<file path="config.mk">
export PLATFORM = sky130hd
export DESIGN_NAME = powerup_ctrl
export DESIGN_NICKNAME = d
export VERILOG_FILES = /design/src/rtl/pong_pkg.sv /design/src/rtl/lfsr16.sv /design/src/rtl/powerup_ctrl.sv
export SDC_FILE = /design/constraint.sdc
export NUM_CORES = 1
export LEC_CHECK = 0
export BUFFER_PORTS_ARGS = -buffer_cell sky130_fd_sc_hd__buf_2
export CAP_MARGIN = 20
export CORE_MARGIN = 2
export CORE_UTILIZATION = 30
export DETAILED_ROUTE_END_ITERATION = 12
export GPL_TIMING_DRIVEN = 0
export HOLD_SLACK_MARGIN = 0.05
export PLACE_DENSITY_LB_ADDON = 0.05
export SYNTH_ARGS = -nofsm -noshare
export SYNTH_HDL_FRONTEND = slang
export SYNTH_SLANG_ARGS = --single-unit
</file>
<file path="constraint.sdc">
create_clock -name clk -period 4.99 [get_ports clk]
set_input_delay 0.2495 -clock clk [delete_from_list [all_inputs] [get_ports clk]]
set_output_delay 0.2495 -clock clk [all_outputs]
set_load 0.02 [all_outputs]
</file>
<file path="src/rtl/pong_pkg.sv">
// Shared definitions for the pong video pipeline: power-pack mode codes,
// the power-up sequencer state encoding, and screen geometry.
package pong_pkg;

  localparam int unsigned SCREEN_W = 1024;
  localparam int unsigned SCREEN_H = 768;

  // Pack mode codes, identical to the ones used by the display block.
  localparam logic [1:0] MODE_SHRINK = 2'b00;
  localparam logic [1:0] MODE_BOOST  = 2'b01;
  localparam logic [1:0] MODE_IDK    = 2'b10;
  localparam logic [1:0] MODE_SHIELD = 2'b11;

  typedef enum logic [1:0] {
    ST_IDLE   = 2'b00,
    ST_SPAWN  = 2'b01,
    ST_ARMED  = 2'b10,
    ST_EFFECT = 2'b11
  } pu_state_e;

  // Fold a 10-bit random offset into 0..span-1. Spans of 512..1024 need at
  // most one subtraction because the offset never reaches twice the span.
  function automatic logic [9:0] wrap_span(input logic [9:0] off,
                                           input logic [10:0] span);
    return (11'(off) >= span) ? 10'(11'(off) - span) : off;
  endfunction

endpackage

</file>
<file path="src/rtl/lfsr16.sv">
// Free-running 16-bit Fibonacci LFSR, x^16+x^14+x^13+x^11+1.
// Reusable by any block needing a cheap pseudo-random source.
module lfsr16 (
  input  logic        clk,
  input  logic        reset,
  input  logic [15:0] seed,
  output logic [15:0] q
);

  // Shift every cycle; reload the seed on reset.
  always_ff @(posedge clk) begin
    // NOTE: non-blocking assignment so every register samples pre-edge values.
    if (reset) q <= seed;
    else       q <= {q[14:0], q[15] ^ q[13] ^ q[12] ^ q[10]};
  end

endmodule

</file>
<file path="src/rtl/powerup_ctrl.sv">
// Power-up pack sequencer: spawns the pack at pseudo-random coordinates,
// detects the ball eating it once per frame, and times the resulting effect
// for the paddle that last hit the ball.
module powerup_ctrl
  import pong_pkg::*;
#(
  parameter int unsigned SPAWN_DELAY   = 300,
  parameter int unsigned EFFECT_FRAMES = 600,
  parameter int unsigned PACK_W        = 20,
  parameter int unsigned PACK_H        = 20,
  parameter int unsigned BALL_SIZE     = 16,
  parameter int unsigned X_MIN         = 64,
  parameter int unsigned X_SPAN        = 896,
  parameter int unsigned Y_MIN         = 32,
  parameter int unsigned Y_SPAN        = 700,
  parameter logic [15:0] SEED          = 16'hACE1
) (
  input  logic        clk,
  input  logic        reset,
  input  logic        vsync,
  input  logic [10:0] ball_x,
  input  logic [9:0]  ball_y,
  input  logic        last_hit,
  input  logic [10:0] pack_x,
  input  logic [9:0]  pack_y,
  input  logic [1:0]  pack_mode,
  output logic        spawn,
  output logic        eaten,
  output logic [10:0] randx,
  output logic [9:0]  randy,
  output logic        shield_active,
  output logic        boost_active,
  output logic        shrink_active,
  output logic        effect_owner,
  output logic [15:0] frames_left
);

  // A zero-length countdown is treated as a single frame.
  localparam logic [15:0] EFF_LOAD   = (EFFECT_FRAMES == 0) ? 16'd1 : 16'(EFFECT_FRAMES);
  localparam logic [15:0] DELAY_LOAD = (SPAWN_DELAY   == 0) ? 16'd1 : 16'(SPAWN_DELAY);

  pu_state_e   state_q, state_d;
  logic        vsync_q;
  logic        spawn_q, spawn_d;
  logic        eaten_q, eaten_d;
  logic [10:0] randx_q, randx_d;
  logic [9:0]  randy_q, randy_d;
  logic        shield_q, shield_d;
  logic        boost_q, boost_d;
  logic        shrink_q, shrink_d;
  logic        owner_q, owner_d;
  logic [15:0] frames_q, frames_d;

  logic [15:0] lfsr;
  logic        tick;
  logic        hit;
  logic [10:0] cand_x;
  logic [9:0]  cand_y;
  logic [11:0] bx, px, by, py;

  lfsr16 u_lfsr (
    .clk   (clk),
    .reset (reset),
    .seed  (SEED),
    .q     (lfsr)
  );

  assign tick   = vsync & ~vsync_q;
  assign cand_x = 11'(X_MIN) + {1'b0, wrap_span(lfsr[9:0], 11'(X_SPAN))};
  assign cand_y = 10'(Y_MIN) + wrap_span(lfsr[15:6], 11'(Y_SPAN));

  // Box overlap in 12 bits so edge sums near the screen limit cannot wrap.
  assign bx  = {1'b0, ball_x};
  assign px  = {1'b0, pack_x};
  assign by  = {2'b00, ball_y};
  assign py  = {2'b00, pack_y};
  assign hit = (bx < px + 12'(PACK_W))    && (px < bx + 12'(BALL_SIZE)) &&
               (by < py + 12'(PACK_H))    && (py < by + 12'(BALL_SIZE));

  // Next-state and registered-output logic for the spawn/armed/effect cycle.
  always_comb begin
    // NOTE: every output gets a default first so no path infers a latch.
    state_d  = state_q;
    spawn_d  = spawn_q;
    eaten_d  = eaten_q;
    randx_d  = randx_q;
    randy_d  = randy_q;
    shield_d = shield_q;
    boost_d  = boost_q;
    shrink_d = shrink_q;
    owner_d  = owner_q;
    frames_d = frames_q;

    unique case (state_q)
      ST_ARMED: begin
        if (tick && hit) begin
          eaten_d  = 1'b1;
          owner_d  = last_hit;
          shield_d = (pack_mode == MODE_SHIELD);
          boost_d  = (pack_mode == MODE_BOOST);
          shrink_d = (pack_mode == MODE_SHRINK);
          frames_d = EFF_LOAD;
          state_d  = ST_EFFECT;
        end
      end
      ST_EFFECT: begin
        if (tick) begin
          if (frames_q <= 16'd1) begin
            shield_d = 1'b0;
            boost_d  = 1'b0;
            shrink_d = 1'b0;
            frames_d = DELAY_LOAD;
            state_d  = ST_IDLE;
          end else begin
            frames_d = frames_q - 16'd1;
          end
        end
      end
      ST_IDLE: begin
        if (tick) begin
          if (frames_q <= 16'd1) begin
            randx_d  = cand_x;
            randy_d  = cand_y;
            spawn_d  = 1'b1;
            eaten_d  = 1'b0;
            frames_d = 16'd0;
            state_d  = ST_SPAWN;
          end else begin
            frames_d = frames_q - 16'd1;
          end
        end
      end
      ST_SPAWN: begin
        spawn_d = 1'b0;
        state_d = ST_ARMED;
      end
      default: state_d = ST_ARMED;
    endcase
  end

  // State and output registers; reset wins over a coincident frame tick.
  always_ff @(posedge clk) begin
    if (reset) begin
      state_q  <= ST_ARMED;
      vsync_q  <= 1'b0;
      spawn_q  <= 1'b0;
      eaten_q  <= 1'b0;
      randx_q  <= 11'(X_MIN);
      randy_q  <= 10'(Y_MIN);
      shield_q <= 1'b0;
      boost_q  <= 1'b0;
      shrink_q <= 1'b0;
      owner_q  <= 1'b0;
      frames_q <= 16'd0;
    end else begin
      state_q  <= state_d;
      vsync_q  <= vsync;
      spawn_q  <= spawn_d;
      eaten_q  <= eaten_d;
      randx_q  <= randx_d;
      randy_q  <= randy_d;
      shield_q <= shield_d;
      boost_q  <= boost_d;
      shrink_q <= shrink_d;
      owner_q  <= owner_d;
      frames_q <= frames_d;
    end
  end

  assign spawn         = spawn_q;
  assign eaten         = eaten_q;
  assign randx         = randx_q;
  assign randy         = randy_q;
  assign shield_active = shield_q;
  assign boost_active  = boost_q;
  assign shrink_active = shrink_q;
  assign effect_owner  = owner_q;
  assign frames_left   = frames_q;

endmodule

</file>
# [Word-level counts from Yosys, hierarchy flattened]
# Cells that the tools add are included.
[word_totals] out_inout_bits=43 regBits=62 ramBits=0 latchBits=0 mem_bits_ro=0 memories=0
[classes] n_div=0 n_shift=0 order_cmp=7 eq_ne=10 addsub=9 muxes=27 n_bitwise=5 n_mul=0 n_reduce_logical=17
[op_table] op="two-way mux 16 bit" count=5
[op_table] op="one-hot mux 16 bit (3 select lines)" count=1
[op_table] op="adder 11 x 5 -> 12 bit, second input constant" count=2
[op_table] op="less-than comparator 11 x 12 -> 1 bit" count=2
[op_table] op="adder 10 x 5 -> 11 bit, second input constant" count=2
[op_table] op="less-than comparator 10 x 11 -> 1 bit" count=2
[op_table] op="greater-or-equal comparator 10 bit, second input constant" count=2
[op_table] op="two-way mux 10 bit" count=2
[op_table] op="subtractor 10 bit, second input constant" count=2
[op_table] op="less-or-equal comparator 16 x 1 -> 1 bit, second input constant" count=1
[op_table] op="subtractor 16 x 1 -> 16 bit, second input constant" count=1
[op_table] op="AND reduction 4 bit" count=3
[op_table] op="adder 7 x 10 -> 11 bit, first input constant" count=1
[op_table] op="adder 6 x 10 -> 10 bit, first input constant" count=1
[op_table] op="two-way mux 2 bit" count=5
[op_table] op="!= test 2 bit, second input constant" count=5
[op_table] op="one-hot mux 1 bit (2 select lines)" count=5
[op_table] op="two-way mux 1 bit" count=8
[op_table] op="one-hot mux 2 bit (4 select lines)" count=1
[op_table] op="equality test 2 bit, second input constant" count=3
[op_table] op="AND reduction 3 bit" count=2
[op_table] op="nonzero test 2 bit" count=3
[op_table] op="AND reduction 5 bit" count=1
[op_table] op="equality test 2 x 1 -> 1 bit, second input constant" count=2
[op_table] op="7 further kinds" count=13

# [Logic depth before layout (Yosys ltp)]
# Gate-level depths: netlist of the first run.
[depth] ltp_word=8 ltp_mapped=13

# [Hierarchy]
# Synthesis of the first run repeated with hierarchy kept, for this count alone.
[unflattened] cells_unflattened=533 area_unflattened_um2=4419.2
[by_module_without_submodules] mod="powerup_ctrl" seq_area_each_um2=920.9 instances=1 area_each_um2=3833.7 cells_per_inst=495
[by_module_without_submodules] mod="lfsr16" seq_area_each_um2=320.3 instances=1 area_each_um2=585.6 cells_per_inst=38

# [Least setup slack after synthesis of the first run]
# Ideal clock, no wire load.
[synth_path] kind="in2reg" startpoint="input pack_x[2]" endpoint="register frames_q[2], in the netlist frames_left[2]" setup_time_ns=0.119 path_buffers=0 t_arrival_ns=2.950 path_stages=12 path_slack_ns=1.921 path_cell_list="a21oi_1 -> nor2_1 -> and3_1 -> xnor2_1 -> ha_1 -> a21o_1 -> a21oi_1 -> o221ai_1 -> a211o_1 -> o31ai_1 -> a21oi_1 -> o221a_2"
[synth_between] elab_chain_len=8 word_cells_on_any_way=9 classes_between="add/sub: 1; order compare: 2; eq/ne: 1; reduce/logical: 5"
[synth_rtl] element="from (decl)" line="powerup_ctrl.sv:24" text="input logic [10:0] pack_x,"
[synth_rtl] element="adder 11 x 5 -> 12 bit" line="powerup_ctrl.sv:77" text="assign hit = (bx < px + 12'(PACK_W)) && (px < bx + 12'(BALL_SIZE)) &&"
[synth_rtl] element="less-than comparator 11 x 12 -> 1 bit" line="powerup_ctrl.sv:77"
[synth_rtl] element="logical AND 1 bit * (2 in a row)" line="powerup_ctrl.sv:77"
[synth_rtl] element="logical AND 1 bit *" line="powerup_ctrl.sv:78" text="(by < py + 12'(PACK_H)) && (py < by + 12'(BALL_SIZE));"
[synth_rtl] element="logical AND 1 bit *" line="powerup_ctrl.sv:96" text="if (tick && hit) begin"
[synth_rtl] element="!= test 2 bit (no line) *"
[synth_rtl] element="AND reduction 4 bit (no line) *"
[synth_rtl] element="to (signal assigned)" line="powerup_ctrl.sv:166" text="frames_q <= frames_d;"
[synth_rtl] element="to (decl)" line="powerup_ctrl.sv:52" text="logic [15:0] frames_q, frames_d;"
# Mark *: on every way between the ends. The rest lies on a longest branch, timed or not.
# A chain may end at the register's enable or synchronous reset.

# [Final worst setup path of the first run]
[layout_path] startpoint="input pack_x[4]" endpoint="register frames_q[2], in the netlist frames_left[2]"
# Same word-level chain as after synthesis.

==> results.json, run 1 <==
{
  "grtUsageTotal": 0.172,
  "min_from": "last_hit",
  "syn2layout_area_growth_pct": 22.6,
  "stdcell_count": 813,
  "nFillCells": 1476,
  "critPathLaunchType": "primary input",
  "drv_cap": 0,
  "path_class": "primary input to flip-flop",
  "dr.first_iter.drc_count": 188,
  "multi_input_area_um2": 2910,
  "post_drt_wl_per_cell_um": 15.5,
  "cp_cell_sequence": "buf_2 -> a21oi_1 -> nor2_1 -> and3_1 -> xnor2_1 -> ha_1 -> a21o_1 -> a21oi_1 -> o221ai_1 -> a211o_1 -> o31ai_1 -> buf_4 -> a21oi_1 -> o221a_2",
  "avgSynthCellArea_um2": 8.19,
  "slowest_delay_ns": 0.70,
  "synth_common_cells": "dfxtp_1 (62), ha_1 (53), a21oi_1 (45), nand2_1 (45), nor2_1 (43)",
  "synth.distinct_cells": 54,
  "drv_slew": 0,
  "place_ws_ns": 1.46,
  "setup_slack_ns": 1.71,
  "min_period_ns": 3.28,
  "gp_congestion": 0.829,
  "synth_most_common_cell": "dfxtp_1",
  "first_global_vias": 3954,
  "max-vdd-ir-drop_mv": 0.179,
  "start_util": 0.309,
  "max_slew_margin": 0.444,
  "hold_class": "primary input to flip-flop",
  "antenna_found_initial": 0,
  "hold_slack_ns": 0.158,
  "cts_resized": 0,
  "clock_sinks": 62,
  "placedCellCount": 797,
  "synth_top_area_cell": "dfxtp_1",
  "boundaryPins": 91,
  "slowest_stage": "o31ai_1",
  "path_max_fanout": 6,
  "r2r_setup_slack_ns": 2.26,
  "finalHoldViolCount": 0,
  "cts_setup_buffers": 0,
  "max_freq_ghz": 0.305,
  "critical_path_required_ns": 5.20,
  "register_area_um2": 1240,
  "cts_buffer_depth": 2,
  "fin_crit_sh": 0.657,
  "syn_nets": 627,
  "drc": 0,
  "synth_async_sr_flop_share": 0,
  "h-tree-depth": 3,
  "hpwl_um": 9710,
  "clk_pin_slew_ns": 0.06,
  "status": "complete, no violations",
  "final_cell_area_um2": 5280,
  "synth_flop_cell": "dfxtp_1",
  "finClkSkew_ns": 0.00725,
  "synth-edff-count": 0,
  "cts-root-buf": "clkbuf_16",
  "die_height_um": 124,
  "rows": 43,
  "viasPerCell": 5.10,
  "rr_worst_depth": 7,
  "n_antenna_cell": 0,
  "setup_violations": 0,
  "hold_path_depth": 3,
  "layout-drive-gt1-share": 0.201,
  "power.leakage_nw": 2.32,
  "first_pass_iters": 4,
  "synth_top_area_share": 0.288,
  "r2r_end": "randy[5]",
  "drtAntennaViolNets": 0,
  "netlist_top_cells_area": "dfxtp_1 (29%), ha_1 (15%), a21oi_1 (5.2%), xor2_1 (4.1%), nand2_1 (3.9%)",
  "crit_arrival_ns": 3.49,
  "rsz0062_at_grt": "false",
  "drt_wl_total_um": 12600,
  "r2r-start": "frames_left[10]",
  "core_area_um2": 13900,
  "synth_area_um2": 4310,
  "grt_pass1_wl_um": 20300,
  "min_to": "effect_owner",
  "yosysWarnings": 0,
  "portBuffers": 90,
  "worstMarginPinSlew_ns": 0.826,
  "floorplan.die.width_um": 124,
  "die-area_um2": 15300,
  "grt_max_degree": 12,
  "grt_overflow_total": 0,
  "setup-tns-final_ns": 0,
  "vias": 4146,
  "endpoint_kind": "flip-flop",
  "holdBufCountCts": 0,
  "pwr_density_cell_nw_per_um2": 392,
  "cts_buffers": 9,
  "syn-instance-count": 526,
  "yosysSeqAreaShare": 0.288,
  "cts_tree": "done",
  "insertion_delay_ns": 0.33,
  "nNetsFinal": 729,
  "ys_ff_latch": 62,
  "dpl_cell_area_um2": 4990,
  "cp_common_cell": "a21oi_1"
}
==> cell type report <==
class / count / area share
buffer: 20 / 0.0149
clock buffer: 10 / 0.0433
clock inverter: 6 / 0.0118
inverter: 22 / 0.0156
multi-input combinational: 422 / 0.550
sequential: 62 / 0.235
tap: 180 / 0.0426
timing repair buffer: 91 / 0.0867
==> sequential cells by signal (all words and copies together), names as in the netlist <==
name,count
frames_left,16
u_lfsr.q,16
randx,11
randy,10
state_q,2
boost_active,1
eaten,1
effect_owner,1
shield_active,1
shrink_active,1
spawn,1
vsync_q,1
==> through the flow <==
step,util,power (W)
after floorplan,-,0.00119
final,0.379,0.00207
after detailed placement,0.358,0.00145
after CTS,0.379,0.00208
after global routing,0.379,0.00222
after global placement,0.358,0.00144
==> critical path: cells and delay by family <==
kind | cells | cell delay, ns
compound gates | 8 | 2.09
xor+xnor | 1 | 0.12
fa+ha+maj | 1 | 0.29
buf+inv | 2 | 0.43
simple gates | 2 | 0.32
==> worst max-delay path by stage <==
stage	slack (ns)	endpoint	from
detailed placement	1.46	frames_left[2]	pack_x[4]
global route	1.52	frames_left[2]	pack_x[4]
CTS	1.79	frames_left[2]	pack_x[4]
global placement	1.10	frames_left[2]	pack_x[4]
finish	1.71	frames_left[2]	pack_x[4]
floorplan	1.92	frames_left[2]	pack_x[2]
==> report_power, final <==
group | internal (W) | switching, W
Clock | 0.000385 | 0.000226
Sequential | 0.000544 | 0.0000509
Combinational | 0.000298 | 0.000564
Total | 0.00123 | 0.000841
==> kinds of logic after synthesis <==
logic type                 synth area share
adders and majority gates             0.154
xor gates and xnor gates             0.0691
buffers and inverters                0.0375
and+or+nand+nor                       0.231
AOI/OAI and AO/OA                     0.206
DFF                                   0.288
muxes                                0.0145
==> metal layers <==
metal	vias to the layer above	GRT usage	share of wire
met5	-	0	0
met4	0	0.0547	0.010
met3	12	0.0412	0.055
met2	94	0.268	0.45
met1	1902	0.233	0.48
li1	2138	-	-
==> placed cells by master (no fill, tap or decap), types with 11 or more instances in the layout <==
cell type,instances
nor3_1,11
buf_2,93
nand3_1,19
inv_1,22
ha_1,53
xor2_1,20
clkbuf_1,17
nor2_1,43
nand2_1,45
dfxtp_1,62
xnor2_1,14
o21ai_0,27
a21oi_1,45
nor2b_1,15
Power figures use the tool's default switching activity.
==> run 2: changes to the inputs <==
==> constraint.sdc (replaced) <==
create_clock -name clk -period 3.3 [get_ports clk]
set_input_delay 0.165 -clock clk [delete_from_list [all_inputs] [get_ports clk]]
set_output_delay 0.165 -clock clk [all_outputs]
set_load 0.02 [all_outputs]
==> run 2 against run 1 <==
Compared with the run above:
- cell area up 0.17%
- sequential cell count unchanged
- utilization is 0.063 points higher
- die area unchanged
- sequential share of layout area is essentially flat
- clock power is 52% higher
- largest power group unchanged
- highest routed layer unchanged
==> results.json, run 2 (same netlist as run 1, synthesis figures left out) <==
{
  "seq_power_share": 0.287,
  "rsz0062_at_grt": "false",
  "layout_commonest_cell": "buf_2",
  "insertion_delay_ns": 0.33,
  "vias": 4140,
  "rr_worst_depth": 7,
  "antenna_found_initial": 0,
  "worstMarginPinSlew_ns": 0.827,
  "pwr_density_cell_nw_per_um2": 593,
  "switching_power_w": 0.00128,
  "max_slew_margin": 0.444,
  "drc": 0,
  "viasPerCell": 5.09,
  "internal-power_w": 0.00186,
  "cp-endpoint": "shield_active",
  "power.leakage_nw": 2.33,
  "top_layer": "met4",
  "power_frac_clock": 0.296,
  "r2r_setup_slack_ns": 0.58,
  "hold_slack_ns": 0.0704,
  "path_max_fanout": 10,
  "floorplan.die.width_um": 124,
  "finClkSkew_ns": 0.00722,
  "hpwl_um": 9710,
  "drv_cap": 0,
  "layout-drive-gt1-share": 0.204,
  "multi_input_area_um2": 2910,
  "critical_path_required_ns": 3.56,
  "drt_wl_total_um": 12600,
  "r2r-start": "frames_left[10]",
  "final_cell_mix": "buf_2 (93), dfxtp_1 (62), ha_1 (53)",
  "setup_violations": 0,
  "min_period_ns": 3.01,
  "first_global_vias": 3954,
  "boundaryPins": 91,
  "clock_sinks": 62,
  "grtUsageTotal": 0.172,
  "rows": 43,
  "max-vdd-ir-drop_mv": 0.270,
  "grt_pass1_wl_um": 20300,
  "n_antenna_cell": 0,
  "cts_buffers": 9,
  "cts-root-buf": "clkbuf_16",
  "path_class": "primary input to flip-flop",
  "syn2layout_area_growth_pct": 22.8,
  "wl_met1_um": 6120,
  "setup-tns-final_ns": 0,
  "drv_slew": 0,
  "routed-wl-met3_um": 689,
  "cts_tree": "done",
  "post_drt_wl_per_cell_um": 15.6,
  "p_comb_frac": 0.417,
  "hold_class": "primary input to flip-flop",
  "dr_wl_met2_um": 5690,
  "crit_start": "pack_x[4]",
  "gp_congestion": 0.829,
  "clk_pin_slew_ns": 0.06,
  "r2r_end": "randy[5]",
  "start_util": 0.309,
  "nFillCells": 1473,
  "dr.first_iter.drc_count": 194,
  "endpoint_kind": "flip-flop",
  "die-area_um2": 15300,
  "portBuffers": 90,
  "nNetsFinal": 729,
  "fin_crit_sh": 0.913,
  "critPathLaunchType": "primary input",
  "die_height_um": 124,
  "drtAntennaViolNets": 0,
  "grt_overflow_total": 0,
  "switching_share": 0.408,
  "core_area_um2": 13900,
  "register_area_um2": 1240,
  "holdBufCountCts": 0,
  "cts_buffer_depth": 2,
  "h-tree-depth": 3,
  "first_pass_iters": 4,
  "max_freq_ghz": 0.332,
  "crit_arrival_ns": 3.27,
  "status": "complete, no violations",
  "grt_max_degree": 12,
  "finalHoldViolCount": 0
}
run 2: timing repair:
action                     CTS  global route
setup endpoints to repair    0             6
gates resized for setup      0             2
buffers inserted             0             0
run 2: worst max-delay path, stage by stage:
cell and delay [ns]:
buf_2 0.15, a21oi_2 0.18, nor2_1 0.10, and3_1 0.20, xnor2_1 0.12, ha_1 0.29, a21o_1 0.18, a21oi_1 0.15
o221ai_1 0.13, a211o_1 0.34, o31a_1 0.36, buf_2 0.21, or4b_1 0.54, a21oi_1 0.15
run 2: power by group through the flow:
stage / clock network [W] / registers [W] / logic [W]
2_1_floorplan: 0 / 0.000958 / 0.000838
3_3_place_gp: 0 / 0.000915 / 0.00127
3_5_place_dp: 0 / 0.000916 / 0.00128
4_1_cts: 0.000954 / 0.000900 / 0.00129
5_1_grt: 0.000984 / 0.000911 / 0.00147
6_report: 0.000927 / 0.000900 / 0.00131
run 2: final cells by class:
cell class / instances / area share
Inverter: 22 / 0.0156
Clock inverter: 6 / 0.0118
Tap cell: 180 / 0.0426
Timing Repair Buffer: 91 / 0.0865
Sequential cell: 62 / 0.235
Buffer: 20 / 0.0149
Multi-Input combinational cell: 422 / 0.551
Clock buffer: 10 / 0.0433
run 2: how the worst min path moves through the flow:
| stage | startpoint | to | slack [ns] | cells past startpoint |
|---|---|---|---|---|
| floorplan | vsync | vsync_q | 0.29 | 1 |
| global placement | last_hit | effect_owner | 0.41 | 3 |
| detailed placement | last_hit | effect_owner | 0.42 | 3 |
| CTS | last_hit | effect_owner | 0.06 | 3 |
| global route | vsync | vsync_q | 0.11 | 2 |
| finish | last_hit | effect_owner | 0.07 | 3 |
run 2: per-layer routing:
layer / track usage / vias up
li1: - / 2139
met1: 0.233 / 1902
met2: 0.268 / 87
met3: 0.0412 / 12
met4: 0.0547 / 0
met5: 0 / -
run 2: stage by stage:
step | cell area, um2 | cells | util | worst slack, ns | total power [W]
after floorplan | 4310 | 526 | - | 0.316 | 0.00180
after global placement | 4980 | 796 | 0.358 | -0.507 | 0.00218
after detailed placement | 4990 | 797 | 0.358 | -0.148 | 0.00220
after CTS | 5280 | 813 | 0.379 | 0.188 | 0.00315
after global routing | 5290 | 813 | 0.380 | 0.0666 | 0.00336
final | 5290 | 813 | 0.380 | 0.287 | 0.00314
